$ cat src/rtl/eq_pkg.sv
// Shared types, constants and helpers for the multiband equaliser engine.
// Coefficient taps, FSM states, saturation and the passthrough reset bank.
package eq_pkg;

  localparam int NUM_TAPS = 5;

  typedef enum logic [2:0] {
    TAP_B0 = 3'd0,
    TAP_B1 = 3'd1,
    TAP_B2 = 3'd2,
    TAP_A1 = 3'd3,
    TAP_A2 = 3'd4
  } tap_e;

  typedef enum logic [1:0] {
    ST_IDLE = 2'd0,
    ST_MAC  = 2'd1,
    ST_DONE = 2'd2
  } state_e;

  // Passthrough bank: unity b0 on band 0, every other coefficient zero.
  function automatic logic signed [63:0] passthrough_coef(input int band, input int tap,
                                                          input int coef_frac);
    if (band == 0 && tap == int'(TAP_B0)) return 64'sd1 <<< coef_frac;
    return 64'sd0;
  endfunction

  function automatic logic signed [63:0] sat_to_width(input logic signed [63:0] value,
                                                      input int width);
    logic signed [63:0] max_v;
    logic signed [63:0] min_v;
    max_v = (64'sd1 <<< (width - 1)) - 64'sd1;
    min_v = -(64'sd1 <<< (width - 1));
    if (value > max_v) return max_v;
    if (value < min_v) return min_v;
    return value;
  endfunction

endpackage

$ cat src/rtl/eq_mac_datapath.sv
// Shared multiply-accumulate datapath: one product per cycle, per-band
// finalise (shift, saturate) and a running sum of saturated band outputs.
module eq_mac_datapath
  import eq_pkg::*;
#(
  parameter int DATA_W    = 16,
  parameter int COEF_W    = 16,
  parameter int COEF_FRAC = 14,
  parameter int ACC_W     = 40
) (
  input  logic                     clk,
  input  logic                     reset_n,
  input  logic                     clear_i,
  input  logic                     mac_en_i,
  input  logic                     subtract_i,
  input  logic                     band_last_i,
  input  logic signed [DATA_W-1:0] operand_i,
  input  logic signed [COEF_W-1:0] coef_i,
  output logic signed [DATA_W-1:0] band_y_o,
  output logic signed [DATA_W-1:0] sum_o,
  output logic                     sat_o
);

  // Up to 8 saturated bands fit in DATA_W+3 bits; one spare bit for margin.
  localparam int SUM_W = DATA_W + 4;

  logic signed [ACC_W-1:0]         acc_q, acc_d, acc_next;
  logic signed [SUM_W-1:0]         sum_q, sum_d;
  logic                            band_sat_q, band_sat_d;
  logic signed [DATA_W+COEF_W-1:0] product;
  logic signed [63:0]              band_wide, band_clip, sum_wide, sum_clip;

  always_comb begin
    product   = operand_i * coef_i;
    acc_next  = subtract_i ? acc_q - ACC_W'(product) : acc_q + ACC_W'(product);
    band_wide = 64'(acc_next >>> COEF_FRAC);
    band_clip = sat_to_width(band_wide, DATA_W);
    band_y_o  = band_clip[DATA_W-1:0];
    sum_wide  = 64'(sum_q);
    sum_clip  = sat_to_width(sum_wide, DATA_W);
    sum_o     = sum_clip[DATA_W-1:0];
    sat_o     = band_sat_q || (sum_clip != sum_wide);

    acc_d      = acc_q;
    sum_d      = sum_q;
    band_sat_d = band_sat_q;
    if (clear_i) begin
      acc_d      = '0;
      sum_d      = '0;
      band_sat_d = 1'b0;
    end else if (mac_en_i) begin
      if (band_last_i) begin
        acc_d = '0;
        sum_d = sum_q + SUM_W'(band_y_o);
        if (band_clip != band_wide) band_sat_d = 1'b1;
      end else begin
        acc_d = acc_next;
      end
    end
  end

  always_ff @(posedge clk) begin
    if (!reset_n) begin
      acc_q      <= '0;
      sum_q      <= '0;
      band_sat_q <= 1'b0;
    end else begin
      acc_q      <= acc_d;
      sum_q      <= sum_d;
      band_sat_q <= band_sat_d;
    end
  end

endmodule

$ cat src/rtl/multiband_eq_engine.sv
// Time-multiplexed NUM_BANDS x NUM_CH parallel biquad equaliser with
// double-buffered coefficients swapped only while the engine is idle.
module multiband_eq_engine
  import eq_pkg::*;
#(
  parameter int DATA_W    = 16,
  parameter int COEF_W    = 16,
  parameter int COEF_FRAC = 14,
  parameter int NUM_BANDS = 3,
  parameter int NUM_CH    = 2,
  parameter int ACC_W     = 40,
  localparam int CH_W     = (NUM_CH > 1) ? $clog2(NUM_CH) : 1,
  localparam int BAND_W   = (NUM_BANDS > 1) ? $clog2(NUM_BANDS) : 1
) (
  input  logic                     clk,
  input  logic                     reset_n,
  input  logic                     sample_valid_i,
  input  logic [CH_W-1:0]          sample_ch_i,
  input  logic signed [DATA_W-1:0] sample_i,
  output logic                     sample_ready_o,
  input  logic                     coef_wr_en_i,
  input  logic [2:0]               coef_wr_band_i,
  input  logic [2:0]               coef_wr_idx_i,
  input  logic signed [COEF_W-1:0] coef_wr_data_i,
  input  logic                     coef_commit_i,
  output logic                     commit_pending_o,
  output logic                     out_valid_o,
  output logic [CH_W-1:0]          out_ch_o,
  output logic signed [DATA_W-1:0] out_sample_o,
  output logic                     sat_o
);

  logic signed [COEF_W-1:0] shadow_q [NUM_BANDS][NUM_TAPS], shadow_d [NUM_BANDS][NUM_TAPS];
  logic signed [COEF_W-1:0] active_q [NUM_BANDS][NUM_TAPS], active_d [NUM_BANDS][NUM_TAPS];
  logic signed [DATA_W-1:0] x1_q [NUM_CH], x1_d [NUM_CH], x2_q [NUM_CH], x2_d [NUM_CH];
  logic signed [DATA_W-1:0] y1_q [NUM_CH][NUM_BANDS], y1_d [NUM_CH][NUM_BANDS];
  logic signed [DATA_W-1:0] y2_q [NUM_CH][NUM_BANDS], y2_d [NUM_CH][NUM_BANDS];

  state_e                   state_q, state_d;
  logic [BAND_W-1:0]        band_q, band_d;
  tap_e                     tap_q, tap_d;
  logic signed [DATA_W-1:0] x_q, x_d;
  logic [CH_W-1:0]          ch_q, ch_d;
  logic                     pending_q, pending_d;
  logic                     out_valid_q, out_valid_d;
  logic [CH_W-1:0]          out_ch_q, out_ch_d;
  logic signed [DATA_W-1:0] out_sample_q, out_sample_d;
  logic                     out_sat_q, out_sat_d;

  logic                     accept;
  logic                     subtract;
  logic signed [DATA_W-1:0] operand;
  logic signed [COEF_W-1:0] coef;
  logic signed [DATA_W-1:0] band_y, dp_sum;
  logic                     dp_sat;

  assign accept           = (state_q == ST_IDLE) && sample_valid_i && (int'(sample_ch_i) < NUM_CH);
  assign sample_ready_o   = (state_q == ST_IDLE);
  assign commit_pending_o = pending_q;
  assign out_valid_o      = out_valid_q;
  assign out_ch_o         = out_ch_q;
  assign out_sample_o     = out_sample_q;
  assign sat_o            = out_sat_q;

  // Feedback taps subtract, so a1/a2 are stored with their textbook sign.
  always_comb begin
    operand  = x_q;
    subtract = 1'b0;
    coef     = active_q[band_q][tap_q];
    case (tap_q)
      TAP_B1:  operand = x1_q[ch_q];
      TAP_B2:  operand = x2_q[ch_q];
      TAP_A1: begin
        operand  = y1_q[ch_q][band_q];
        subtract = 1'b1;
      end
      TAP_A2: begin
        operand  = y2_q[ch_q][band_q];
        subtract = 1'b1;
      end
      default: operand = x_q;
    endcase
  end

  eq_mac_datapath #(
    .DATA_W    (DATA_W),
    .COEF_W    (COEF_W),
    .COEF_FRAC (COEF_FRAC),
    .ACC_W     (ACC_W)
  ) u_datapath (
    .clk         (clk),
    .reset_n     (reset_n),
    .clear_i     (accept),
    .mac_en_i    (state_q == ST_MAC),
    .subtract_i  (subtract),
    .band_last_i (tap_q == TAP_A2),
    .operand_i   (operand),
    .coef_i      (coef),
    .band_y_o    (band_y),
    .sum_o       (dp_sum),
    .sat_o       (dp_sat)
  );

  always_comb begin
    shadow_d     = shadow_q;
    active_d     = active_q;
    x1_d         = x1_q;
    x2_d         = x2_q;
    y1_d         = y1_q;
    y2_d         = y2_q;
    state_d      = state_q;
    band_d       = band_q;
    tap_d        = tap_q;
    x_d          = x_q;
    ch_d         = ch_q;
    pending_d    = pending_q;
    out_valid_d  = 1'b0;
    out_ch_d     = out_ch_q;
    out_sample_d = out_sample_q;
    out_sat_d    = out_sat_q;

    if (coef_wr_en_i && int'(coef_wr_band_i) < NUM_BANDS && int'(coef_wr_idx_i) < NUM_TAPS)
      shadow_d[coef_wr_band_i[BAND_W-1:0]][coef_wr_idx_i] = coef_wr_data_i;
    if (coef_commit_i) pending_d = 1'b1;

    unique case (state_q)
      ST_IDLE: begin
        // Copy from shadow_d so a same-cycle write is part of the commit.
        if (pending_q || coef_commit_i) begin
          active_d  = shadow_d;
          pending_d = 1'b0;
        end
        if (accept) begin
          x_d     = sample_i;
          ch_d    = sample_ch_i;
          band_d  = '0;
          tap_d   = TAP_B0;
          state_d = ST_MAC;
        end
      end
      ST_MAC: begin
        if (tap_q == TAP_A2) begin
          y2_d[ch_q][band_q] = y1_q[ch_q][band_q];
          y1_d[ch_q][band_q] = band_y;
          tap_d              = TAP_B0;
          if (int'(band_q) == NUM_BANDS - 1) state_d = ST_DONE;
          else band_d = band_q + BAND_W'(1);
        end else begin
          tap_d = tap_e'(tap_q + 3'd1);
        end
      end
      ST_DONE: begin
        x2_d[ch_q]   = x1_q[ch_q];
        x1_d[ch_q]   = x_q;
        out_valid_d  = 1'b1;
        out_ch_d     = ch_q;
        out_sample_d = dp_sum;
        out_sat_d    = dp_sat;
        state_d      = ST_IDLE;
      end
      default: state_d = ST_IDLE;
    endcase
  end

  always_ff @(posedge clk) begin
    if (!reset_n) begin
      for (int b = 0; b < NUM_BANDS; b++) begin
        for (int t = 0; t < NUM_TAPS; t++) begin
          shadow_q[b][t] <= COEF_W'(passthrough_coef(b, t, COEF_FRAC));
          active_q[b][t] <= COEF_W'(passthrough_coef(b, t, COEF_FRAC));
        end
      end
      for (int c = 0; c < NUM_CH; c++) begin
        x1_q[c] <= '0;
        x2_q[c] <= '0;
        for (int b = 0; b < NUM_BANDS; b++) begin
          y1_q[c][b] <= '0;
          y2_q[c][b] <= '0;
        end
      end
      state_q      <= ST_IDLE;
      band_q       <= '0;
      tap_q        <= TAP_B0;
      x_q          <= '0;
      ch_q         <= '0;
      pending_q    <= 1'b0;
      out_valid_q  <= 1'b0;
      out_ch_q     <= '0;
      out_sample_q <= '0;
      out_sat_q    <= 1'b0;
    end else begin
      shadow_q     <= shadow_d;
      active_q     <= active_d;
      x1_q         <= x1_d;
      x2_q         <= x2_d;
      y1_q         <= y1_d;
      y2_q         <= y2_d;
      state_q      <= state_d;
      band_q       <= band_d;
      tap_q        <= tap_d;
      x_q          <= x_d;
      ch_q         <= ch_d;
      pending_q    <= pending_d;
      out_valid_q  <= out_valid_d;
      out_ch_q     <= out_ch_d;
      out_sample_q <= out_sample_d;
      out_sat_q    <= out_sat_d;
    end
  end

endmodule

$ cat config.mk
export PLATFORM = sky130hd
export DESIGN_NAME = multiband_eq_engine
export DESIGN_NICKNAME = d
export VERILOG_FILES = /design/src/rtl/eq_pkg.sv /design/src/rtl/eq_mac_datapath.sv /design/src/rtl/multiband_eq_engine.sv
export SDC_FILE = /design/constraint.sdc
export NUM_CORES = 2
export LEC_CHECK = 0
export BUFFER_PORTS_ARGS = -buffer_cell sky130_fd_sc_hd__buf_2
export CELL_PAD_IN_SITES_DETAIL_PLACEMENT = 1
export CELL_PAD_IN_SITES_GLOBAL_PLACEMENT = 2
export CORE_MARGIN = 2
export CORE_UTILIZATION = 37
export CTS_CLUSTER_DIAMETER = 120
export DETAILED_ROUTE_END_ITERATION = 6
export PLACE_DENSITY_LB_ADDON = 0.1
export SKIP_LAST_GASP = 1
export SLEW_MARGIN = 20
export SYNTH_ARGS = -nofsm -noshare
export SYNTH_HDL_FRONTEND = slang
export SYNTH_HIERARCHICAL = 1
export SYNTH_SLANG_ARGS = --single-unit
$ cat constraint.sdc
create_clock -name clk -period 15.1 [get_ports clk]
set_input_delay 1.51 -clock clk [delete_from_list [all_inputs] [get_ports clk]]
set_output_delay 1.51 -clock clk [all_outputs]
set_load 0.05 [all_outputs]
==> flow_summary.json <==
{
  "num_vias": 38200,
  "ff2ff_setup_slack_ps": 790,
  "antenna_found_initial": 3,
  "cp_slowest_cell": "fa_1",
  "cpPeakStageDelay_ps": 570,
  "ys_top_cells_by_area": "dfxtp_1 (35%), fa_1 (11%), mux2i_1 (8.5%)",
  "syn_nets": 5824,
  "post-route-min-period_ps": 14310,
  "critical_path_arrival_ps": 14930,
  "core-area_mm2": 0.127,
  "fin_worst_skew_ps": 70.8,
  "netlist_instances": 5365,
  "cts_buffers": 100,
  "async_flop_share": 0,
  "dr.pass1.iters": 7,
  "worstHoldPathCells": 2,
  "ios": 65,
  "seq_area_frac_synth": 0.358,
  "top_usage_layer": "met2",
  "ys_ff_latch": 841,
  "wl_per_cell_um": 21.9,
  "slew_headroom": 0.161,
  "clock_sinks": 841,
  "min-delay-start": "x1_q[31]",
  "cts.htree.levels": 3,
  "cp.required_ps": 15720,
  "hold_end": "x2_q[31]",
  "synth.avg_cell_area_um2": 8.85,
  "synth.most_common_cell": "dfxtp_1",
  "remaining_drc_errors": 0,
  "nets": 5817,
  "ys_top_cells_by_count": "dfxtp_1 (825), nand2_1 (636), nor2_1 (557)",
  "clock_path_buffers": 3,
  "syn_to_final_growth_pct": 13.1,
  "hold_violations": 0,
  "grt_pass1_wl_mm": 239,
  "multi_input_area_mm2": 0.0279,
  "drtAntennaViolNets": 0,
  "reg2reg_depth": 57,
  "critPathMostFrequentCell": "fa_1",
  "hold_path_class": "reg2reg",
  "row_count": 131,
  "powerDensity_mw_per_mm2": 222,
  "met3_usage": 0.0365,
  "worst_pin_slew_ps": 1250,
  "r2r_start": "tap_q[0]",
  "port_buffers": 64,
  "grt_pass1_vias": 38900,
  "synth-edff-count": 16,
  "path_clk_slew_ps": 60,
  "r2r_end": "u_datapath/sum_q[19]",
  "drt-total-wl_mm": 156,
  "ir_drop_v": 0.000271,
  "gr-usage-met1": 0.330,
  "place.gp.congestion": 0.813,
  "yosysTopAreaCell": "dfxtp_1",
  "p_leak_uw": 0.0224,
  "place_area_mm2": 0.0497,
  "start_util": 0.373,
  "drt_iter0_drc": 2210,
  "drt-vias-per-instance": 5.39,
  "clock.fmax_ghz": 0.0699,
  "finalCritPeriodShare": 0.948,
  "path_max_fanout": 16,
  "dominantRegCellSynth": "dfxtp_1",
  "root_buffer": "clkbuf_16",
  "die_w_um": 362,
  "finalSetupViolations": 0,
  "synth_cell_types": 95,
  "grt_start_max_net_pins": 216,
  "crit_type": "reg2reg",
  "place_hpwl_mm": 107,
  "synthesis.area_mm2": 0.0475,
  "dieHeight_um": 362,
  "design_area_mm2": 0.0537,
  "critPathLaunchType": "flop",
  "die-area_mm2": 0.131,
  "total_power_uw": 11900,
  "yosys_warnings": 6,
  "gr-usage-met2": 0.371,
  "cts_tree": "yes",
  "maxCapViolCount": 0,
  "drive_above_1_share": 0.108,
  "synth_top_area_share": 0.348,
  "fillers": 14600,
  "whs_ps": 425,
  "status": "finished clean",
  "seq_area_mm2": 0.0170,
  "drv_slew": 0,
  "grtUsageTotal": 0.234,
  "critPathCaptureType": "flop",
  "insertion_delay_ps": 740,
  "overflow": 0
}
## power breakdown
group	internal (uW)	switching, uW
sequential	2320	64.9
clock	1450	1030
combinational	2630	4420
total	6390	5520
## cells in the final DEF (no fill, tap or decap), types with 131 or more instances in the layout
cell type | netlist | layout
nor2_1 | 557 | 554
mux2i_1 | 402 | 391
and2_1 | 133 | 131
o21ai_0 | 326 | 310
ha_1 | 151 | 150
buf_4 | 15 | 172
a21oi_1 | 556 | 555
nand2_1 | 636 | 636
dfxtp_1 | 825 | 820
fa_1 | 264 | 262
inv_1 | 340 | 340
## how the worst max path moves through the flow
stage,to,slack [ps],from
final,u_datapath/sum_q[19],790,tap_q[0]
after global routing,u_datapath/sum_q[18],-50,tap_q[0]
after CTS,u_datapath/sum_q[18],70,tap_q[1]
after detailed placement,u_datapath/sum_q[18],-70,tap_q[1]
after global placement,u_datapath/sum_q[14],160,tap_q[1]
after floorplan,u_datapath/sum_q[18],610,tap_q[1]
## cells by family after synthesis
group / count (synthesis) / synth area share
AND/OR/NAND/NOR: 1576 / 0.146
multiplexers: 454 / 0.109
adder cells (fa/ha/maj): 415 / 0.151
XOR/XNOR: 109 / 0.0201
AO/OA/AOI/OAI: 1259 / 0.154
flip-flops: 841 / 0.358
buffers and inverters: 711 / 0.0622
## layer usage
metal  wire length [um]  vias up  part of all wire
met2              70600      524              0.45
met4               3780        0             0.024
li1                   -    18200                 -
met3               6190      190             0.040
met1              75200    19300              0.48
met5                  0        -                 0
## stage by stage
stage	setup slack (ps)	instances	util	TNS, ps
final	787	7097	0.421	0
after global routing	-51.3	7096	0.421	-118
after detailed placement	-65.0	6891	0.390	-127
after global placement	164	6890	0.390	0
after floorplan	610	5365	-	0
after CTS	72.7	7069	0.417	0
## sequential cells by signal, indices dropped and copies added (netlist names), 20 cells and up
register,cells
shadow_q,240
y2_q,96
u_datapath/acc_q,40
x1_q,32
y1_q,96
u_datapath/sum_q,20
x2_q,32
active_q,240
## what timing repair did
action | in CTS | in global routing
pin swaps | 0 | 6
setup endpoints to repair | 3 | 12
hold buffers | 0 | 0
buffers inserted | 0 | 23
gates cloned | 0 | 4
resized for setup | 2 | 80
## layout make-up
| class | instances | area share |
|---|---|---|
| inverters | 345 | 0.0243 |
| flip-flops and latches | 841 | 0.317 |
| well taps | 1662 | 0.0388 |
| clock buffers | 150 | 0.0552 |
| clock inverters | 28 | 0.00774 |
| multi-input cells | 3815 | 0.521 |
| diodes | 1 | 0.0000466 |
| repair buffers | 255 | 0.0363 |
## worst max-delay path, delay by kind of cell, from the launching register on
| family | cells | cell delay [ps] |
|---|---|---|
| and+or+nand+nor | 11 | 2090 |
| adders and majority gates | 12 | 4940 |
| AOI/OAI and AO/OA | 25 | 5320 |
| DFF | 1 | 450 |
| xor gates and xnor gates | 1 | 170 |
| buffers and inverters | 8 | 1190 |
Power figures use the tool's default switching activity.
